## config.mk

```make
export PLATFORM = sky130hd
export DESIGN_NAME = uart_rx
export DESIGN_NICKNAME = d
export VERILOG_FILES = /design/src/rtl/uart_pkg.sv /design/src/rtl/uart_rx_sync.sv /design/src/rtl/uart_rx.sv
export SDC_FILE = /design/constraint.sdc
export NUM_CORES = 1
export LEC_CHECK = 0
export CAP_MARGIN = 20
export CELL_PAD_IN_SITES_DETAIL_PLACEMENT = 1
export CELL_PAD_IN_SITES_GLOBAL_PLACEMENT = 1
export CORE_MARGIN = 2
export CORE_UTILIZATION = 35
export DETAILED_ROUTE_END_ITERATION = 16
export GPL_TIMING_DRIVEN = 0
export PLACE_DENSITY_LB_ADDON = 0.08
export SLEW_MARGIN = 20
export SYNTH_ARGS = -nofsm -noshare
export SYNTH_HDL_FRONTEND = slang
export SYNTH_HIERARCHICAL = 1
export SYNTH_SLANG_ARGS = --single-unit
export TNS_END_PERCENT = 10
```

## constraint.sdc

```tcl
create_clock -name clk -period 4.1 [get_ports clk]
set_input_delay 0.82 -clock clk [delete_from_list [all_inputs] [get_ports clk]]
set_output_delay 0.82 -clock clk [all_outputs]
set_load 0.01 [all_outputs]
```

## src/rtl/uart_pkg.sv

```systemverilog
// rtl/uart_pkg.sv - shared types and constants for the UART receiver
package uart_pkg;

    typedef enum logic {RX_IDLE, RX_RECEIVE} rx_state_t;

    localparam int UART_BITS_PER_FRAME = 10;
    localparam int UART_DFLT_BAUD_DIV  = 2604;

endpackage

```

## src/rtl/uart_rx_sync.sv

```systemverilog
// rtl/uart_rx_sync.sv - two-flop synchronizer for the asynchronous RX pin, resets to idle-high
module uart_rx_sync (
    input  logic clk,
    input  logic rst_n,
    input  logic d,
    output logic q
);

    logic meta;

    always_ff @(posedge clk) begin
        if (!rst_n) begin
            meta <= 1'b1;
            q    <= 1'b1;
        end else begin
            meta <= d;
            q    <= meta;
        end
    end

endmodule

```

## src/rtl/uart_rx.sv

```systemverilog
// rtl/uart_rx.sv - 8N1 LSB-first UART receiver; stop-bit error flag under UART_RX_FRAME_ERR_EN
module uart_rx
    import uart_pkg::*;
#(
    parameter int BAUD_DIV = UART_DFLT_BAUD_DIV
) (
    input  logic       clk,
    input  logic       rst_n,
    input  logic       RX,
    input  logic       clr_rdy,
    output logic [7:0] rx_data,
    output logic       rdy
`ifdef UART_RX_FRAME_ERR_EN
    ,
    output logic       frm_err
`endif
);

    localparam logic [11:0] BAUD_HALF = 12'(BAUD_DIV / 2);
    localparam logic [11:0] BAUD_LAST = 12'(BAUD_DIV - 1);
    localparam logic [3:0]  BIT_LAST  = 4'(UART_BITS_PER_FRAME - 1);

    rx_state_t   state, state_nxt;
    logic        rx_s;
    logic [11:0] baud_cnt;
    logic [3:0]  bit_cnt;
    // Bit 0 of the frame (the start bit) simply falls off the low end.
    logic [8:1]  rx_shft;
    logic        start_det, shift, frame_end;

    uart_rx_sync u_sync (
        .clk   (clk),
        .rst_n (rst_n),
        .d     (RX),
        .q     (rx_s)
    );

    always_ff @(posedge clk) begin
        if (!rst_n) state <= RX_IDLE;
        else        state <= state_nxt;
    end

    always_comb begin
        state_nxt = state;
        start_det = 1'b0;
        shift     = 1'b0;
        frame_end = 1'b0;
        case (state)
            RX_IDLE: begin
                if (!rx_s) begin
                    start_det = 1'b1;
                    state_nxt = RX_RECEIVE;
                end
            end
            RX_RECEIVE: begin
                if (baud_cnt == 12'd0) begin
                    shift = 1'b1;
                    if (bit_cnt == 4'd0 && rx_s) begin
                        state_nxt = RX_IDLE;
                    end else if (bit_cnt == BIT_LAST) begin
                        frame_end = 1'b1;
                        state_nxt = RX_IDLE;
                    end
                end
            end
            default: state_nxt = RX_IDLE;
        endcase
    end

    always_ff @(posedge clk) begin
        if (!rst_n) begin
            baud_cnt <= 12'd0;
            bit_cnt  <= 4'd0;
            rx_shft  <= 8'h00;
            rx_data  <= 8'h00;
            rdy      <= 1'b0;
        end else begin
            if (start_det) begin
                baud_cnt <= BAUD_HALF;
                bit_cnt  <= 4'd0;
            end else if (state == RX_RECEIVE) begin
                if (shift) begin
                    rx_shft  <= {rx_s, rx_shft[8:2]};
                    bit_cnt  <= bit_cnt + 4'd1;
                    baud_cnt <= BAUD_LAST;
                end else begin
                    baud_cnt <= baud_cnt - 12'd1;
                end
            end
            // At frame end rx_shft holds d7..d0; rx_s is the stop bit being sampled.
            if (frame_end) rx_data <= rx_shft;
            if (frame_end)                 rdy <= 1'b1;
            else if (clr_rdy || start_det) rdy <= 1'b0;
        end
    end

`ifdef UART_RX_FRAME_ERR_EN
    always_ff @(posedge clk) begin
        if (!rst_n)                    frm_err <= 1'b0;
        else if (frame_end)            frm_err <= ~rx_s;
        else if (clr_rdy || start_det) frm_err <= 1'b0;
    end
`endif

endmodule
```

Yosys cells after proc, flatten, opt, wreduce, memory -nomap -nowiden
Index checks and enable logic that the tools add are counted.
Word-level totals
  output and inout port bits: 9
  bits of input ports: 4
  register bits: 36
  logic and storage cells: 41
Cells by class
  muxes and demuxes: 17
  $add $sub $neg: 2
  bitwise operators: 3
  equality and inequality tests: 1
  reductions and logical operators: 9
Operator list (number)
  11-bit 2-to-1 mux: 2
  1-bit 2-to-1 mux: 13
  12-bit logical NOT: 1
  12-bit 2-to-1 mux: 1
  12-bit by 1-bit subtractor with 12-bit output, second input constant: 1
  4-bit by 1-bit adder with 4-bit output, second input constant: 1
  4-bit == test, second input constant: 1
  4-bit logical NOT: 1
  2-bit nonzero test: 2
  1-bit inverter: 3
  3-bit AND reduction: 1
  1-bit one-hot mux with 2 select lines: 1
  2-bit AND reduction: 1
  2-bit OR reduction: 1
  1-bit logical AND: 1
  1-bit logical OR: 1

Longest topological paths before layout
  depth in word-level cells: 6
  gate-level depth with buffers: 8
  gate-level depth less buffers: 6

By module
Netlist, hierarchy kept.
Modules (own cells, without submodules)
  uart_rx: area each 1606.5 sq um, sequential area each 680.7 sq um, instances 1, cells each 192
  uart_rx_sync: area each 52.6 sq um, sequential area each 40.0 sq um, instances 1, cells each 4

Worst setup path after synthesis
OpenSTA, ideal clock, no wires.
  path type: flip-flop to flip-flop
  start point: reg baud_cnt[0]
  end point: reg bit_cnt[1]
  data required time: 3.952 ns
  buffers on the path: 2
  arrival time: 1.417 ns
  setup slack: 2.535 ns
  setup time: 0.148 ns
  clock period less this slack: 1.565 ns
  stages on the path, launching flop included: 9
  path through: dfxtp_1 > inv_1 > ha_1 > and4bb_1 > and4_1 > buf_2 > buf_4 > nand2_1 > a21oi_1
On the way
  longest elaborated chain between the ends: 4
Ends and longest elaborated chain
  from (decl): line uart_rx.sv:25  | logic [11:0] baud_cnt;
  from (signal assigned): line uart_rx.sv:87  | baud_cnt <= baud_cnt - 12'd1;
  12-bit logical NOT: line uart_rx.sv:56  | if (baud_cnt == 12'd0) begin
  1-bit 2-to-1 mux: line uart_rx.sv:56
  1-bit 2-to-1 mux: line uart_rx.sv:48  | case (state)
  2-bit AND reduction (no source line)
  to (signal assigned): line uart_rx.sv:84  | bit_cnt <= bit_cnt + 4'd1;
  to (decl): line uart_rx.sv:26  | logic [3:0] bit_cnt;
Every way passes these cells.
A chain may end at the register's enable or synchronous reset.

Worst setup path in the final report
  start point: reg rx_data[1]
  end point: out rx_data[1]
RTL lines
  from (decl): line uart_rx.sv:11  | output logic [7:0] rx_data,
  from (signal assigned): line uart_rx.sv:91  | if (frame_end) rx_data <= rx_shft;
No word-level cell between the ends.

==> impl_metrics.ini <==
[clock_tree]
ctsHoldBuffers = 0
postCtsResizedCells = 0
insertion_delay_ns = 0.29
cts_tree = built
cts_htree_levels = 2
cts_sinks = 36
post_cts_buffers = 0
cts_buffer_depth = 2
clkTransAtPathRegs_ns = 0.08
cts_buffers = 5
cts-root-buf = clkbuf_8

[sta]
rsz0062_at_grt = no
setup_tns_ns = 0
period_share_pct = 48.81
finalClockSkew_ns = 0.01162
setup_viol_count_final = 0
tightest_slew_ns = 0.8549
finalMaxSlewViolations = 0
hold_viol = 0
slew_headroom_pct = 42.62
max_freq_mhz = 499.7
fin_crit_ns = 2.001

[global_route]
track_usage_pct = 17.56
grt_pass1_vias = 1533
antenna_found_initial = 0
grt_pass1_wl_um = 7169
grt_start_max_net_pins = 12
overflow = 0

[synth]
syn_avg_cell_area_um2 = 8.465
ys_seq_area_share_pct = 43.44
syn_area_um2 = 1659
synth_edf_count = 0
ys_ff_latch = 36
synth_nets = 204
ys.flop_type = dfxtp_1
ys_types = 43
async_flop_share_pct = 0
yosysTopAreaCell = dfxtp_1
syn_inst = 196
synth.area.top_cells = dfxtp_1 43%, a21oi_1 9.7%, nand2_1 4.5%, nand3_1 3.3%, o21ai_1 3.3%
yosysTopAreaCellShare_pct = 43.44
ys_warn_count = 6

[worst_hold_path]
min_path_cells = 1
hold_class = reg -> reg

[final_layout]
multiInputGateArea_um2 = 829.5
final-seq-area_um2 = 720.7
fin_cells = 270
final_util_pct = 41.93
drive_gt1_share_pct = 10.65
fill_cells = 561
post-route-cell-area_um2 = 1954
fin_nets = 223
layout-area-overhead-vs-synth_pct = 17.80
n_antenna_cell = 0

[place]
io_buffers = 12
dpl_cell_area_um2 = 1847
dp_hpwl_um = 3082
routabilityCongestion = 0.7393
place_inst = 262

[floorplanning]
initial_utilization_pct = 35.60
io_pins = 13
die_area_um2 = 5307
core_um2 = 4661
num_rows = 25
die_h_um = 72.85
die_width_um = 72.85

[power]
powerDensity_nw_per_um2 = 419.0
switching_power_mw = 0.2229
p_comb_share_pct = 15.4
ir_drop_mv = 0.1817
leakage_nw = 0.6853
pwr-share-clk_pct = 37.9
swShare_pct = 27.22
seq_power_share_pct = 46.8
internal_power_mw = 0.5961

[worst_setup_path]
slowest_delay_ns = 0.54
crit_buf_inv = 1
critPathArrivalTime_ns = 1.18
cp.required_ns = 3.28
worstPathMaxFanout = 2
rr_worst_depth = 7
path_depth = 1
path_class = reg -> out
crit_path_start_kind = register
critPathTopFamily = buffers and inverters
cp_cell_sequence = clkdlybuf4s50_1
crit_path_end_kind = output pin
crit_slowest_cell = clkdlybuf4s50_1

[drt]
wl_um = 4216
firstDrtPassIters = 4
first_iter_violations = 51
drc = 0
post_drt_wl_per_cell_um = 15.61
antenna_left = 0
via_per_inst = 5.378
num_vias = 1452

[job]
cap_violations = 0

[run_status]
status = completed
-- Yosys cell counts, types with 3 or more instances --
master,number
a21oi_1,32
xnor2_1,5
nand2b_1,3
or3_1,3
clkbuf_1,5
dfxtp_1,36
o21ai_1,11
inv_1,11
nor3_2,3
nor3_1,5
o21ai_0,3
nand2_1,20
buf_2,3
nor2_1,9
nand3_1,11
ha_1,4
-- through the flow --
step / power [mW] / hold slack, ns / worst slack [ns]
after global placement: 0.5095 / 0.3965 / 1.943
final: 0.8190 / 0.4204 / 2.099
after CTS: 0.8302 / 0.4264 / 2.050
after floorplan: 0.4837 / 0.3863 / 2.535
after detailed placement: 0.5172 / 0.4039 / 1.885
after global routing: 0.8658 / 0.4364 / 1.923
-- kinds of logic after synthesis --
kind of cell	count (synthesis)	share of synthesized area (%)
AOI/OAI and AO/OA	54	17.57
buffers and inverters	24	6.561
DFF	36	43.44
muxes	1	0.6033
and+or+nand+nor	71	25.64
xor gates and xnor gates	6	3.167
adders and majority gates	4	3.017
-- power by group through the flow --
stage | logic (mW) | clock network, mW | registers [mW]
after global routing | 0.142 | 0.338 | 0.385
after CTS | 0.128 | 0.320 | 0.383
final | 0.126 | 0.310 | 0.383
after global placement | 0.120 | 0 | 0.389
after floorplan | 0.0982 | 0 | 0.386
after detailed placement | 0.126 | 0 | 0.391
-- sequential cells by signal (all words and copies together) (netlist names) --
register / flops
rx_data: 8
rdy: 1
rx_shft: 8
u_sync/meta: 1
state: 1
u_sync/q: 1
bit_cnt: 4
baud_cnt: 12
-- path summary, 6_finish.rpt --
check	from	slack (ns)	endpoint
max	rx_data[1]$_SDFFE_PN0P_	2.10	rx_data[1]
max reg2reg	baud_cnt[0]$_SDFFE_PP0P_	2.11	bit_cnt[1]$_SDFFE_PP0P_
min reg2reg	u_sync/meta$_SDFF_PN1_	0.42	u_sync/q$_SDFF_PN1_
min	u_sync/meta$_SDFF_PN1_	0.42	u_sync/q$_SDFF_PN1_
-- metal layers --
metal	part of all wire (%)	wire, µm	vias to the layer above	global-route usage, %
met5	0	0	-	0
met4	1.0	43	0	4.321
met3	2.3	95	7	4.144
met2	48	2030	14	29.80
met1	49	2047	715	22.47
li1	-	-	716	-
-- placed cells by master, fill, tap and decap left out, types with 2 or more instances in the layout --
cell / instances
clkbuf_8: 5
nand2_1: 20
nor3_2: 3
buf_4: 2
nand2b_1: 3
ha_1: 4
o21ai_0: 3
a31oi_1: 2
xnor2_1: 5
o21ai_1: 11
clkdlybuf4s50_1: 12
buf_1: 2
buf_2: 3
nor3_1: 5
or4b_1: 2
inv_1: 11
dfxtp_1: 36
a21oi_1: 32
or3_1: 3
and4_1: 2
clkbuf_1: 6
nand3_1: 11
nor2_1: 9
-- layout make-up --
class / count / area share (%)
well taps: 54 / 3.457
repair buffers: 12 / 6.146
clock buffers: 6 / 3.713
inverters: 11 / 2.113
multi-input cells: 136 / 42.45
clock inverters: 2 / 1.793
plain buffers: 13 / 3.457
flip-flops and latches: 36 / 36.88
Power figures use the tool's default switching activity.
==> patch 1 (config.mk and constraints unchanged) <==
Add a define of `UART_RX_FRAME_ERR_EN`.
--- a/src/rtl/uart_rx.sv
+++ b/src/rtl/uart_rx.sv
@@ -1,4 +1,6 @@
 // rtl/uart_rx.sv - 8N1 LSB-first UART receiver; stop-bit error flag under UART_RX_FRAME_ERR_EN
+`define UART_RX_FRAME_ERR_EN
+
 module uart_rx
     import uart_pkg::*;
 #(
Behaviour (old outputs only; new: frm_err): unchanged (equiv_simple and equiv_induct, registers matched by name and starting in step).
==> patch 1 against the unedited design <==
First-iteration DRC count is 16% lower. Area after synthesis up 0.38%. Sequential cell count rose by 1. Total power grew 1.3%. Design area grew 1.5%. Setup slack lost 0.031 ns. Sequential power is 3% higher. Critical path type is now reg2reg. Routed wire length is 4.5% lower. Combinational power down 21%.
==> patch 1: results (changes against the unedited design) <==
Layout Cells excl Fill = 257 (-4.8%)
Initial DRC Count = 43 (-16%)
Synth Net Count = 190 (-6.9%)
peak supply drop = 0.2124 mV (+17%)
CP arrival = 2.21 ns (+1.03 ns)
# fillers = 552 (-1.6%)
number of synthesized register bits = 37 (+2.8%)
overall routing resource usage = 0.1715 (-0.004137)
clock skew = 0.006107 ns (-0.005512 ns)
Port Buf Inserts = 13 (+1)
# H-tree levels = 2 (unchanged)
Seq area share = 0.3735 (+0.004743)
fraction of cell area in non-clock buffers = 0.09779 (+0.001761)
outcome = completed
dpl hpwl = 2928 um (-5.0%)
invs w/o clock = 5 (-6)
post-synth cell types = 46 (+7.0%)
R2R cell count = 8 (+1)
Synth Area in Compound Gates = 0.1427 (-0.03297)
flop-to-flop setup slack = 2.07 ns (-0.04 ns)
CP top delay family = simple AND/OR/NAND/NOR gates
gp weighted congestion = 0.7871 (+6.5%)
static leakage = 0.7183 nW (+4.8%)
slowest cell delay on critical path = 0.35 ns (-0.19 ns)
crit-path max FO = 10 (+8)
number of global-route vias before repair = 1,423 (-7.2%)
largest net degree at the start of global routing = 13 (+1)
Multi-input comb cells = 130 (-4.4%)
first-pass GRT wire length = 7024 um (-2.0%)
drt via density = 5.202 (-3.3%)
main area contributors after synthesis = dfxtp_1 44%, nand2_1 6.8%, a21boi_1 3.2%
Post-Syn Area per Cell = 9.150 um^2 (+8.1%)
Non-clk bufs = 23 (-8.0%)
Critical-path top delay cell = dfxtp_1
layout cells sized above 1 = 0.1084 (+0.001893)
adder-cell share of the synthesized area = 0.03005 (-0.0001133)
clock-cell share of area = 0.06057 (+0.005510)
Least-Margin Pin Slew = 0.5467 ns (-0.3083 ns)
-- patch 1: cell count changes in the layout (fill, tap and decap cells not counted), sizes merged, moves of 3 or more --
cell    unedited run  this run
o21ai             15        10
nand2             20        30
a21oi             33         7
or3                3         0
inv               11         5
buf                8         5
xor2               1         4
a21boi             0        10
nor3               8         5
and2               0         3
-- patch 1: per-layer routing --
| layer | track usage | part of all wire |
|---|---|---|
| met5 | 0 | 0 |
| met4 | 0.07407 | 0.023 |
| met3 | 0.04696 | 0.031 |
| met2 | 0.2743 | 0.48 |
| met1 | 0.2155 | 0.46 |
-- patch 1: metrics by stage --
step,util,area [um^2],hold slack [ns],setup WS (ns)
6_report,0.4255,1983,0.4193,2.068
5_1_grt,0.4255,1983,0.4513,1.855
4_1_cts,0.4255,1983,0.4165,2.038
3_5_place_dp,0.3997,1863,0.3977,1.772
3_3_place_gp,0.3997,1863,0.3918,1.823
2_1_floorplan,-,1665,0.3863,2.406
-- patch 1: worst max path at each step --
stage	from	to	slack (ns)	cells past startpoint
6_report	baud_cnt[0]	rx_data[7]	2.07	8
4_1_cts	baud_cnt[0]	rx_data[7]	2.04	8
3_5_place_dp	rst_n	baud_cnt[11]	1.77	4
5_1_grt	baud_cnt[0]	rx_data[7]	1.86	8
2_1_floorplan	baud_cnt[0]	frm_err	2.41	7
3_3_place_gp	rst_n	baud_cnt[11]	1.82	4
-- patch 1: report_power, final --
| group | switching, mW | internal (mW) |
|---|---|---|
| logic | 0.0521 | 0.0476 |
| registers | 0.0222 | 0.373 |
| clock network | 0.137 | 0.198 |
| total | 0.212 | 0.618 |
==> patch 2 (same settings) <==
Made on the original files. One comparison of `bit_cnt` changes from == to >=.
--- a/src/rtl/uart_rx.sv
+++ b/src/rtl/uart_rx.sv
@@ -57,7 +57,7 @@
                     shift = 1'b1;
                     if (bit_cnt == 4'd0 && rx_s) begin
                         state_nxt = RX_IDLE;
-                    end else if (bit_cnt == BIT_LAST) begin
+                    end else if (bit_cnt >= BIT_LAST) begin
                         frame_end = 1'b1;
                         state_nxt = RX_IDLE;
                     end
Function: same outputs for any inputs over 10 cycles, from zero or initial values and one cycle with rst_n low; that may be too few to reach the edited logic, so the function may still have changed.
==> patch 2 against the unedited design <==
Critical path depth is the same. Area after synthesis decreased by 0.90%. Routed wire length is 6.6% lower. Design area fell by 1.4%. Sequential cell count did not move. Total power down 9.5%. Setup slack better by 0.030 ns. Largest cell class unchanged. Highest routed layer unchanged.
==> patch 2: results (changes against the unedited design) <==
Inst Count DP = 246 (-6.1%)
drt via density = 5.472 (+1.8%)
Via Count = 1,390 (-4.3%)
Initial DRC Count = 61 (+20%)
overall routing resource usage = 0.1681 (-0.007528)
Cell Area, Placed = 1829 um^2 (-0.95%)
ANT cells = 0 (unchanged)
switching share of power = 0.2743 (+0.002111)
most common library cells after synthesis = 36 x dfxtp_1, 14 x nand3_1, 13 x nand2_1, 12 x o21ai_0
first-pass GRT wire length = 6810 um (-5.0%)
CP arrival = 1.15 ns (-0.03 ns)
reg2reg start = baud_cnt[7]
nets = 210 (-5.8%)
dpl hpwl = 2865 um (-7.1%)
Slew headroom = 0.5286 (+0.1024)
clock skew = 0.002730 ns (-0.008889 ns)
Synth Net Count = 191 (-6.4%)
Mapped Cells = 182 (-7.1%)
P_seq = 0.376 mW (-2%)
# fillers = 515 (-8.2%)
peak supply drop = 0.1804 mV (-0.69%)
sequential area share after synthesis = 0.4384 (+0.003967)
main area contributors after synthesis = dfxtp_1 44%, a21boi_1 4.6%, nand3_1 4.3%
post-synth cell types = 38 (-12%)
grt ovf = 0 (unchanged)
Clk. pwr = 0.262 mW (-15%)
static leakage = 0.6572 nW (-4.1%)
yosys warns = 6 (unchanged)
outcome = completed
Port Buf Inserts = 12 (unchanged)
gp weighted congestion = 0.7660 (+3.6%)
wire per inst = 15.50 um (-0.74%)
layout cells sized above 1 = 0.08416 (-0.02232)
Critical path origin = rx_data[2]
# Post-CTS Setup Buffers = 0 (unchanged)
patch 2: cell types whose count changed after synthesis, moves of 4 or more:
cell / unedited run / this run
o21ai_1: 11 / 0
nand4_1: 1 / 10
nand2_1: 20 / 13
a21boi_0: 0 / 9
a21boi_1: 0 / 10
o21ai_0: 3 / 12
xnor2_1: 5 / 1
a21oi_1: 32 / 10
nor3_1: 5 / 1
patch 2: logic make-up after synthesis:
| group | synth area share |
|---|---|
| adder cells (fa/ha/maj) | 0.03805 |
| AND/OR/NAND/NOR | 0.2298 |
| flip-flops | 0.4384 |
| multiplexers | 0.006089 |
| AO/OA/AOI/OAI | 0.2085 |
| XOR/XNOR | 0.02664 |
| buffers and inverters | 0.05252 |
patch 2: worst paths after layout:
check                                   to  slack, ns  cells past startpoint
worst max-delay path            rx_data[2]       2.13                      1
worst min-delay path              u_sync/q       0.42                      1
worst max register to register  bit_cnt[2]       2.13                      5
worst min register to register    u_sync/q       0.42                      1
patch 2: layer usage:
metal	global-route usage	wire length, um	vias to the layer above
li1	-	-	692
met1	0.2123	1879	668
met2	0.2778	1873	22
met3	0.04028	122	8
met4	0.06173	62	0
met5	0	0	-
patch 2: cell type report:
cell class                 instances  area, um^2  share of cell area
buffer                            10       56.30             0.02922
clock buffer                       6       82.58             0.04286
clock inverter                     2       10.01            0.005195
inverter                           8       30.03             0.01558
multi-input combinational        128       842.1              0.4370
sequential                        36       720.7              0.3740
tap                               52       65.06             0.03377
timing repair buffer              12       120.1             0.06234
patch 2: per-stage QoR:
stage               power [mW]  setup slack [ns]  utilization
floorplan               0.4591             2.548            -
global placement        0.4863             1.886       0.4116
detailed placement      0.4874             1.866       0.4116
CTS                     0.7497             2.004       0.4324
global route            0.7788             1.935       0.4336
finish                  0.7409             2.129       0.4336
